$ cat config.mk
export PLATFORM = sky130hd
export DESIGN_NAME = fetch_unit
export DESIGN_NICKNAME = d
export VERILOG_FILES = /design/src/rtl/fetch_unit_pkg.sv /design/src/rtl/pc_next.sv /design/src/rtl/fetch_unit.sv
export SDC_FILE = /design/constraint.sdc
export NUM_CORES = 1
export LEC_CHECK = 0
export ABC_AREA = 1
export BUFFER_PORTS_ARGS = -buffer_cell sky130_fd_sc_hd__buf_2
export CORE_AREA = 8 8 103 143
export DETAILED_ROUTE_END_ITERATION = 10
export DIE_AREA = 0 0 111 151
export PLACE_DENSITY = 0.77
export SLEW_MARGIN = 15
export SYNTH_ARGS = -nofsm -noshare
export SYNTH_HDL_FRONTEND = slang
export SYNTH_SLANG_ARGS = --single-unit
$ cat constraint.sdc
create_clock -name clk -period 1.6 [get_ports clk]
set_input_delay 0.32 -clock clk [delete_from_list [all_inputs] [get_ports clk]]
set_output_delay 0.32 -clock clk [all_outputs]
set_load 0.02 [all_outputs]
$ cat src/rtl/fetch_unit_pkg.sv
// Shared types and constants for the instruction fetch stage.
// Imported by fetch_unit and pc_next.
package fetch_unit_pkg;

  typedef enum logic [1:0] {
    IDLE  = 2'd0,
    FETCH = 2'd1,
    VALID = 2'd2
  } fetch_state_e;

  localparam logic [31:0] NOP_INSTR = 32'h0000_0013;
  localparam int unsigned PC_STEP   = 4;

endpackage

$ cat src/rtl/pc_next.sv
// Next-PC selection: sequential step or word-aligned branch target.
// Purely combinational, modulo 2^WIDTH.
module pc_next
  import fetch_unit_pkg::*;
#(
  parameter int WIDTH = 32
) (
  input  logic [WIDTH-1:0] pc,
  input  logic [WIDTH-1:0] imm,
  input  logic             pc_src,
  output logic [WIDTH-1:0] next_pc
);

  logic [WIDTH-1:0] seq_pc;
  logic [WIDTH-1:0] sum;
  logic [WIDTH-1:0] tgt_pc;

  assign seq_pc = pc + WIDTH'(PC_STEP);
  assign sum    = pc + imm;
  assign tgt_pc = {sum[WIDTH-1:2], 2'b00};

  assign next_pc = pc_src ? tgt_pc : seq_pc;

endmodule

$ cat src/rtl/fetch_unit.sv
// Instruction fetch stage: PC register, imem request FSM, instr hold.
// All outputs come straight from flops; no input reaches an output.
module fetch_unit
  import fetch_unit_pkg::*;
#(
  parameter int               WIDTH    = 32,
  parameter logic [WIDTH-1:0] RESET_PC = '0
) (
  input  logic             clk,
  input  logic             rst_n,
  input  logic             PCsrc,
  input  logic [WIDTH-1:0] ImmOp,
  input  logic             instr_ack,
  output logic [31:0]      instr,
  output logic             instr_valid,
  output logic [WIDTH-1:0] PC,
  output logic             imem_req,
  output logic [WIDTH-1:0] imem_addr,
  input  logic             imem_ready,
  input  logic [31:0]      imem_rdata
);

  fetch_state_e     state;
  logic [WIDTH-1:0] pc_nx;

  pc_next #(
    .WIDTH(WIDTH)
  ) u_pc_next (
    .pc     (PC),
    .imm    (ImmOp),
    .pc_src (PCsrc),
    .next_pc(pc_nx)
  );

  assign imem_addr = PC;

  // req/valid are registered alongside state so they drop on reset at once
  always_ff @(posedge clk or negedge rst_n) begin
    if (!rst_n) begin
      state       <= IDLE;
      PC          <= RESET_PC;
      instr       <= NOP_INSTR;
      instr_valid <= 1'b0;
      imem_req    <= 1'b0;
    end else begin
      case (state)
        IDLE: begin
          state    <= FETCH;
          imem_req <= 1'b1;
        end
        FETCH: begin
          if (imem_ready) begin
            instr       <= imem_rdata;
            state       <= VALID;
            imem_req    <= 1'b0;
            instr_valid <= 1'b1;
          end
        end
        VALID: begin
          if (instr_ack) begin
            PC          <= pc_nx;
            state       <= FETCH;
            imem_req    <= 1'b1;
            instr_valid <= 1'b0;
          end
        end
        default: begin
          state       <= IDLE;
          imem_req    <= 1'b0;
          instr_valid <= 1'b0;
        end
      endcase
    end
  end

endmodule

==> metrics.md, run 1 <==
| Metric | Value |
|---|---|
| Commonest non-fill, non-tap cells in the layout | sky130_fd_sc_hd__nand2_1 (248), sky130_fd_sc_hd__buf_2 (158), sky130_fd_sc_hd__inv_1 (145) |
| Clock transition at the register clock pins on the worst setup and hold paths after CTS | 0.06 ns |
| Peak Freq | 0.521 GHz |
| Clock Skew | 0.00619 ns |
| Portion of total power attributed to combinational logic | 73.1% |
| Register-to-Register Path Depth | 12 |
| CP most frequent cell | sky130_fd_sc_hd__nand2_1 |
| Initial antenna violation count | 0 |
| Worst Setup Slack, final | -0.321 ns |
| CP endpoint kind | flop |
| Total Nets Final | 1300 |
| Top-Level Pins | 167 |
| Total Routing Usage GR | 25.5% |
| Internal power | 9.73 mW |
| Cts bufs inserted | 9 |
| Largest net degree at the start of global routing | 66 |
| Detailed placer's ending HPWL | 17000 um |
| Type of the worst setup path | reg2reg |
| IO Port Bufs | 160 |
| Antenna Violating Nets Remaining | 0 |
| Area share of the largest cell type after synthesis | 25.8% |
| Ratio of cells with drive above 1 in the final layout | 49.3% |
| Yosys warns | 0 |
| CP Cell Sequence | ha_4, nand2_4, inv_4, buf_6, a21oi_2, nand2_2, a21oi_2, nand2_1, nand2_1, o21ai_1, nand2_1, nand2_1 |
| Effective utilization at floorplan | 47.9% |
| Clock tree buffer depth | 2 |
| Total Die Area | 16800 um^2 |
| Final setup viols | 26 |
| Synth async-reset ratio | 100% |
| Violated checks | hold timing, setup timing |
| Post-route fraction of the period consumed by the critical path | 120% |
| Reg power frac | 16.2% |
| Height of the die | 151 um |
| Register area share after synthesis | 27.1% |
| Final GP Congestion | 0.965 |
| Min Tclk post-route | 1.92 ns |
| Worst slack on hold paths | -0.00308 ns |
| CP top delay family | simple AND/OR/NAND/NOR gates |
| Number of max-capacitance violations reported | 0 |
| Antenna fix cells | 0 |
| Worst Setup SP | PC[7]$_DFFE_PN0P_ |
| Number of hold-repair buffers added at the cts stage | 0 |
| Number of standard-cell rows in the floorplan | 49 |
| Iteration count of the initial detailed-routing pass | 6 |
| WP buf/inv | 2 |
| Clock latency on the worst-skew pair | 0.34 ns |
| Iteration-0 DRC Markers | 489 |
| Wirelength, routed | 23700 um |
| Worst reg2reg endpoint | PC[17]$_DFFE_PN0P_ |
| Required arrival time at the worst endpoint | 1.83 ns |
| Critical-path cell with the highest stage delay | sky130_fd_sc_hd__dfrtp_2 |
| Sw power | 10.0 mW |
| CP peak stage delay | 0.46 ns |
| Status | complete, but fails checks |
| Cell area after layout | 9240 um^2 |
| Maximum fanout count along the critical path | 4 |
| Start of the worst register-to-register path | PC[7]$_DFFE_PN0P_ |
| Data arrival, critical path | 2.15 ns |
| Vias per inst | 5.33 |
| Cell taking the most area after synthesis | sky130_fd_sc_hd__dfrtp_1 |
| Register-to-register setup slack | -0.32 ns |
| Via count | 7241 |
| Vias in the first global route | 7214 |
| Critical path startpoint category | flop |
| Wire length of the first global-routing pass | 34500 um |
| Fin. max-slew vios | 0 |
| Most common library cell in the layout ignoring fill and taps | sky130_fd_sc_hd__nand2_1 |
| Maximum resistive drop on vdd | 1370 uV |
| Synth unique cells | 41 |
| Maximum level of the CTS H-tree | 3 |
| Average instance area after synthesis | 6.37 um^2 |
| Final hold vios | 9 |
| # fillers | 907 |
| Total power density per cell area | 2140 nW/um^2 |
| Root buf cell | sky130_fd_sc_hd__clkbuf_16 |
| Post-Synthesis Cells | 944 |
| Core footprint | 12600 um^2 |
| Average wire length per cell after detail routing | 17.5 um |
| Predominant post-synthesis flop cell | sky130_fd_sc_hd__dfrtp_1 |
| Clk network pwr share | 10.7% |
| Leakage Power | 4.92 nW |
| Overflow left after global routing | 0 |
| Share of total power consumed by net switching | 50.7% |
| Worst Hold Class | in2async |
| Post-synth EDFFs | 0 |
| Clock tree from TritonCTS | built |
| RSZ-0062 raised after global routing | true |
| Synth top area cells | sky130_fd_sc_hd__dfrtp_1 (26%), sky130_fd_sc_hd__nand2_1 (21%), sky130_fd_sc_hd__inv_1 (10%), sky130_fd_sc_hd__ha_1 (6.2%), sky130_fd_sc_hd__mux2_2 (6.0%) |
| Width of the die | 111 um |
| Post-synthesis cell area | 6010 um^2 |
| Instance area at placement | 8080 um^2 |
| Total clock sinks | 65 |
| Count of unresolved DRC violations after routing | 0 |
| Area growth from synthesis to final layout | 53.7% |
| Seq cells post-synth | 65 |
==> what timing repair did <==
| item | 4_1_cts | 5_1_grt |
|---|---|---|
| pin swaps | 51 | 68 |
| endpoints found under the setup margin | 26 | 30 |
| buffers inserted | 7 | 9 |
| resized for setup | 125 | 102 |
| cloned | 0 | 0 |
==> cells in the mapped netlist, types with 3 or more instances <==
master and instances:
sky130_fd_sc_hd__a21boi_0 5, sky130_fd_sc_hd__a21boi_1 3, sky130_fd_sc_hd__a21oi_1 52, sky130_fd_sc_hd__buf_2 8, sky130_fd_sc_hd__buf_4 34, sky130_fd_sc_hd__clkbuf_1 5, sky130_fd_sc_hd__dfrtp_1 62, sky130_fd_sc_hd__dfstp_2 3
sky130_fd_sc_hd__ha_1 30, sky130_fd_sc_hd__inv_1 160, sky130_fd_sc_hd__mux2_2 32, sky130_fd_sc_hd__nand2_1 332, sky130_fd_sc_hd__nand3_1 50, sky130_fd_sc_hd__nand3b_1 5, sky130_fd_sc_hd__nand4_1 9, sky130_fd_sc_hd__nor2_1 70
sky130_fd_sc_hd__nor2_2 4, sky130_fd_sc_hd__nor3_1 13, sky130_fd_sc_hd__o21ai_0 23, sky130_fd_sc_hd__xor2_1 13
==> power groups by stage <==
stage	logic [mW]	registers (mW)	clock network, mW
2_1_floorplan	6.48	4.46	0
3_3_place_gp	11.9	3.14	0
3_5_place_dp	12.1	3.20	0
4_1_cts	13.2	3.18	2.13
5_1_grt	15.5	3.28	2.19
6_report	14.4	3.19	2.12
==> stage by stage <==
step           TNS, ns  total power [mW]  std cells  util (%)  worst slack (ns)
6_report         -5.57              19.7       1359      73.5            -0.321
5_1_grt          -7.38              20.9       1359      73.5            -0.393
4_1_cts          -3.61              18.5       1351      70.1            -0.219
3_5_place_dp     -4.95              15.3       1329      64.3            -0.281
3_3_place_gp     -4.17              15.0       1329      64.3            -0.284
2_1_floorplan   -0.281              10.9        947         -           -0.0837
==> cell type report <==
type | count | area (um^2) | area share (%)
multi-input cells | 671 | 4580 | 49.5
repair buffers | 292 | 1880 | 20.4
flip-flops and latches | 65 | 1670 | 18.0
inverters | 162 | 616 | 6.66
clock buffers | 9 | 225 | 2.44
well taps | 153 | 191 | 2.07
clock inverters | 7 | 82.6 | 0.894
==> registers in the layout, indices dropped and copies added, names as in the netlist <==
name / count
instr_valid: 1
state: 2
instr: 32
PC: 30
==> kinds of logic (layout without fill, tap and decap cells) <==
family	Yosys count	after routing	synth area share, %
adder cells (fa/ha/maj)	30	30	6.24
multiplexers	32	32	5.99
other	1	4	0.0623
AO/OA/AOI/OAI	97	97	9.09
AND/OR/NAND/NOR	493	493	33.9
flip-flops	65	65	27.1
XOR/XNOR	15	15	2.18
buffers and inverters	211	470	15.5
==> worst max path at each step <==
stage | endpoint | slack, ns | cells after the start
2_1_floorplan | PC[16]$_DFFE_PN0P_ | -0.08 | 14
3_3_place_gp | PC[28]$_DFFE_PN0P_ | -0.28 | 13
3_5_place_dp | PC[28]$_DFFE_PN0P_ | -0.28 | 13
4_1_cts | PC[13]$_DFFE_PN0P_ | -0.22 | 12
5_1_grt | PC[13]$_DFFE_PN0P_ | -0.39 | 12
6_report | PC[17]$_DFFE_PN0P_ | -0.32 | 12
==> routing by layer <==
| metal | global-route usage (%) | routed length, um |
|---|---|---|
| met1 | 24.9 | 8080 |
| met2 | 46.8 | 12100 |
| met3 | 5.35 | 1840 |
| met4 | 18.9 | 1690 |
| met5 | 0 | 0 |
==> worst reg2reg max path, cell delays in order, from the launching register on <==
cell and delay [ns]:
sky130_fd_sc_hd__dfrtp_2 0.46, sky130_fd_sc_hd__ha_4 0.29, sky130_fd_sc_hd__nand2_4 0.11, sky130_fd_sc_hd__inv_4 0.05, sky130_fd_sc_hd__buf_6 0.10, sky130_fd_sc_hd__a21oi_2 0.17
sky130_fd_sc_hd__nand2_2 0.16, sky130_fd_sc_hd__a21oi_2 0.18, sky130_fd_sc_hd__nand2_1 0.06, sky130_fd_sc_hd__nand2_1 0.05, sky130_fd_sc_hd__o21ai_1 0.07, sky130_fd_sc_hd__nand2_1 0.06
sky130_fd_sc_hd__nand2_1 0.06
(Power assumes the default switching activity.)
==> run 2, diff against run 1 <==
--- a/config.mk
+++ b/config.mk
@@ -7,10 +7,12 @@
 export LEC_CHECK = 0
 export ABC_AREA = 1
 export BUFFER_PORTS_ARGS = -buffer_cell sky130_fd_sc_hd__buf_2
-export CORE_AREA = 8 8 103 143
+export CORE_AREA = 8 8 102 141
+export CTS_BUF_LIST = sky130_fd_sc_hd__clkbuf_8
 export DETAILED_ROUTE_END_ITERATION = 10
-export DIE_AREA = 0 0 111 151
-export PLACE_DENSITY = 0.77
+export DIE_AREA = 0 0 110 149
+export MAX_ROUTING_LAYER = met4
+export PLACE_DENSITY = 0.79
 export SLEW_MARGIN = 15
 export SYNTH_ARGS = -nofsm -noshare
 export SYNTH_HDL_FRONTEND = slang
==> metrics.md, run 2 (synthesized netlist as in run 1, its figures left out) <==
| Metric | Value |
|---|---|
| Violated checks | setup timing (was hold timing, setup timing) |
| Leakage Power | 4.85 nW (was 4.92 nW) |
| Maximum resistive drop on vdd | 1700 uV (was 1370 uV) |
| Min Tclk post-route | 2.19 ns (was 1.92 ns) |
| Iteration-0 DRC Markers | 588 (was 489) |
| Data arrival, critical path | 2.48 ns (was 2.15 ns) |
| # fillers | 878 (was 907) |
| Top-Level Pins | 167 (unchanged) |
| Area growth from synthesis to final layout | 51.3% (was 53.7%) |
| Flip-flop count of the largest register, all copies and words added | 32 (unchanged) |
| IO Port Bufs | 160 (unchanged) |
| Clock transition at the register clock pins on the worst setup and hold paths after CTS | 0.12 ns (was 0.06 ns) |
| Clock tree from TritonCTS | built (unchanged) |
| Post-route fraction of the period consumed by the critical path | 137% (was 120%) |
| Antenna Violating Nets Remaining | 0 (unchanged) |
| Clock Skew | 0.0296 ns (was 0.00619 ns) |
| Height of the die | 149 um (was 151 um) |
| Fin. max-slew vios | 0 (unchanged) |
| Reg with most FFs | instr (unchanged) |
| Most common library cell in the layout ignoring fill and taps | sky130_fd_sc_hd__nand2_1 (unchanged) |
| Initial antenna violation count | 0 (unchanged) |
| Via count | 7478 (was 7241) |
| Maximum level of the CTS H-tree | 3 (unchanged) |
| Total Routing Usage GR | 28.4% (was 25.5%) |
| Start of the worst register-to-register path | PC[12]$_DFFE_PN0P_ (was PC[7]$_DFFE_PN0P_) |
| Wire length of the first global-routing pass | 35400 um (was 34500 um) |
| Type of the worst setup path | reg2reg (unchanged) |
| CP endpoint kind | flop (unchanged) |
| Total Nets Final | 1298 (was 1300) |
| Overflow left after global routing | 0 (unchanged) |
| Average wire length per cell after detail routing | 18.2 um (was 17.5 um) |
| Final instance count without filler cells | 1354 (was 1359) |
| RSZ-0062 raised after global routing | true (unchanged) |
| Cts bufs inserted | 9 (unchanged) |
| Width of the die | 110 um (was 111 um) |
| Worst Setup Slack, final | -0.588 ns (was -0.321 ns) |
| End point of the critical path | PC[13]$_DFFE_PN0P_ (was PC[17]$_DFFE_PN0P_) |
| Number of standard-cell rows in the floorplan | 48 (was 49) |
| Wirelength, routed | 24700 um (was 23700 um) |
| Count of unresolved DRC violations after routing | 0 (unchanged) |
| Register-to-Register Path Depth | 12 (unchanged) |
| Clock tree buffer depth | 2 (unchanged) |
| Post-placement cell count | 1320 (was 1329) |
| Final GP Congestion | 1.01 (was 0.965) |
| Final setup viols | 28 (was 26) |
| Effective utilization at floorplan | 49.3% (was 47.9%) |
| Vias in the first global route | 7449 (was 7214) |
| Register-to-register setup slack | -0.59 ns (was -0.32 ns) |
| Total power density per cell area | 2110 nW/um^2 (was 2140 nW/um^2) |
| Required arrival time at the worst endpoint | 1.89 ns (was 1.83 ns) |
| Peak Freq | 0.457 GHz (was 0.521 GHz) |
| Critical path startpoint category | flop (unchanged) |
| Total Die Area | 16400 um^2 (was 16800 um^2) |
| Worst reg2reg endpoint | PC[13]$_DFFE_PN0P_ (was PC[17]$_DFFE_PN0P_) |
| Ratio of cells with drive above 1 in the final layout | 48.2% (was 49.3%) |
| Detailed placer's ending HPWL | 17200 um (was 17000 um) |
| Final hold vios | 0 (was 9) |
| Number of max-capacitance violations reported | 0 (unchanged) |
| Post-layout power | 19.2 mW (was 19.7 mW) |
| Final TNS setup | -7.45 ns (was -5.57 ns) |
| Total clock sinks | 65 (unchanged) |
| Antenna fix cells | 0 (unchanged) |
| Regs by FF count | instr (32), PC (30), state (2) (unchanged) |
| DP Worst Slack | -0.292 ns (was -0.281 ns) |
| Core footprint | 12200 um^2 (was 12600 um^2) |
| Status | complete, but fails checks (unchanged) |
| Root buf cell | sky130_fd_sc_hd__clkbuf_8 (was sky130_fd_sc_hd__clkbuf_16) |
| Largest net degree at the start of global routing | 57 (was 66) |
| Worst Hold Class | in2reg (was in2async) |
| Vias per inst | 5.52 (was 5.33) |
| Worst Setup SP | PC[12]$_DFFE_PN0P_ (was PC[7]$_DFFE_PN0P_) |
| Clock latency on the worst-skew pair | 0.39 ns (was 0.34 ns) |
| Commonest non-fill, non-tap cells in the layout | sky130_fd_sc_hd__nand2_1 (253), sky130_fd_sc_hd__buf_2 (160), sky130_fd_sc_hd__inv_1 (149) (was sky130_fd_sc_hd__nand2_1 (248), sky130_fd_sc_hd__buf_2 (158), sky130_fd_sc_hd__inv_1 (145)) |
| Iteration count of the initial detailed-routing pass | 5 (was 6) |
| Maximum fanout count along the critical path | 4 (unchanged) |
[run 2: layout make-up]
class	count	area, um^2	area share [%]
multi-input cells	671	4560	50.1
repair buffers	290	1870	20.6
flip-flops and latches	65	1670	18.3
inverters	162	611	6.71
well taps	150	188	2.06
clock buffers	9	124	1.36
clock inverters	7	83.8	0.921
[run 2: how the worst min path moves through the flow]
stage	start	to	slack, ns	depth (start not counted)
5_1_grt	imem_ready	state[0]$_DFFE_PN0P_	0.14	2
3_3_place_gp	rst_n	instr[13]$_DFFE_PN0P_	0.20	1
6_report	imem_ready	state[0]$_DFFE_PN0P_	0.13	2
4_1_cts	imem_ready	state[0]$_DFFE_PN0P_	0.12	2
2_1_floorplan	rst_n	PC[10]$_DFFE_PN0P_	0.02	0
3_5_place_dp	rst_n	instr[7]$_DFFE_PN0P_	0.21	1
[run 2: metal layers]
| layer | wire length [um] | GRT usage [%] |
|---|---|---|
| met1 | 8510 | 29.5 |
| met4 | 1700 | 18.6 |
| met2 | 12500 | 48.1 |
| met3 | 1960 | 4.28 |
| met5 | 0 | - |
[run 2: critical path, stage by stage (launching register included)]
cell                       delay (ns)
sky130_fd_sc_hd__dfrtp_2         0.50
sky130_fd_sc_hd__ha_4            0.27
sky130_fd_sc_hd__nand2_4         0.11
sky130_fd_sc_hd__inv_1           0.05
sky130_fd_sc_hd__nand2_1         0.06
sky130_fd_sc_hd__nand2_1         0.08
sky130_fd_sc_hd__nand3b_1        0.33
sky130_fd_sc_hd__nor2_1          0.17
sky130_fd_sc_hd__nor2_1          0.07
sky130_fd_sc_hd__nand2_1         0.20
sky130_fd_sc_hd__nand2_1         0.09
sky130_fd_sc_hd__nand2_1         0.09
sky130_fd_sc_hd__o21ai_2         0.06
[run 2: power by group]
part | leakage, nW | total [mW] | switching, mW | internal (mW)
clock network | 0.103 | 1.60 | 0.850 | 0.754
logic | 4.02 | 14.4 | 8.58 | 5.83
registers | 0.724 | 3.22 | 0.675 | 2.54
total | 4.85 | 19.2 | 10.1 | 9.13
[run 2: through the flow]
stage / util (%) / hold slack, ns / area [um^2]
final: 74.6 / 0.132 / 9100
after global routing: 74.6 / 0.141 / 9100
after CTS: 71.1 / 0.122 / 8660
after detailed placement: 66.0 / 0.207 / 8040
after global placement: 66.0 / 0.196 / 8040
after floorplan: - / 0.0244 / 6480
[run 2: timing repair]
item	in CTS	in global routing
setup buffers	9	10
setup endpoints to repair	27	28
hold buffers	1	0
pin swaps	39	46
hold endpoints to repair	7	0
gates resized for setup	104	107
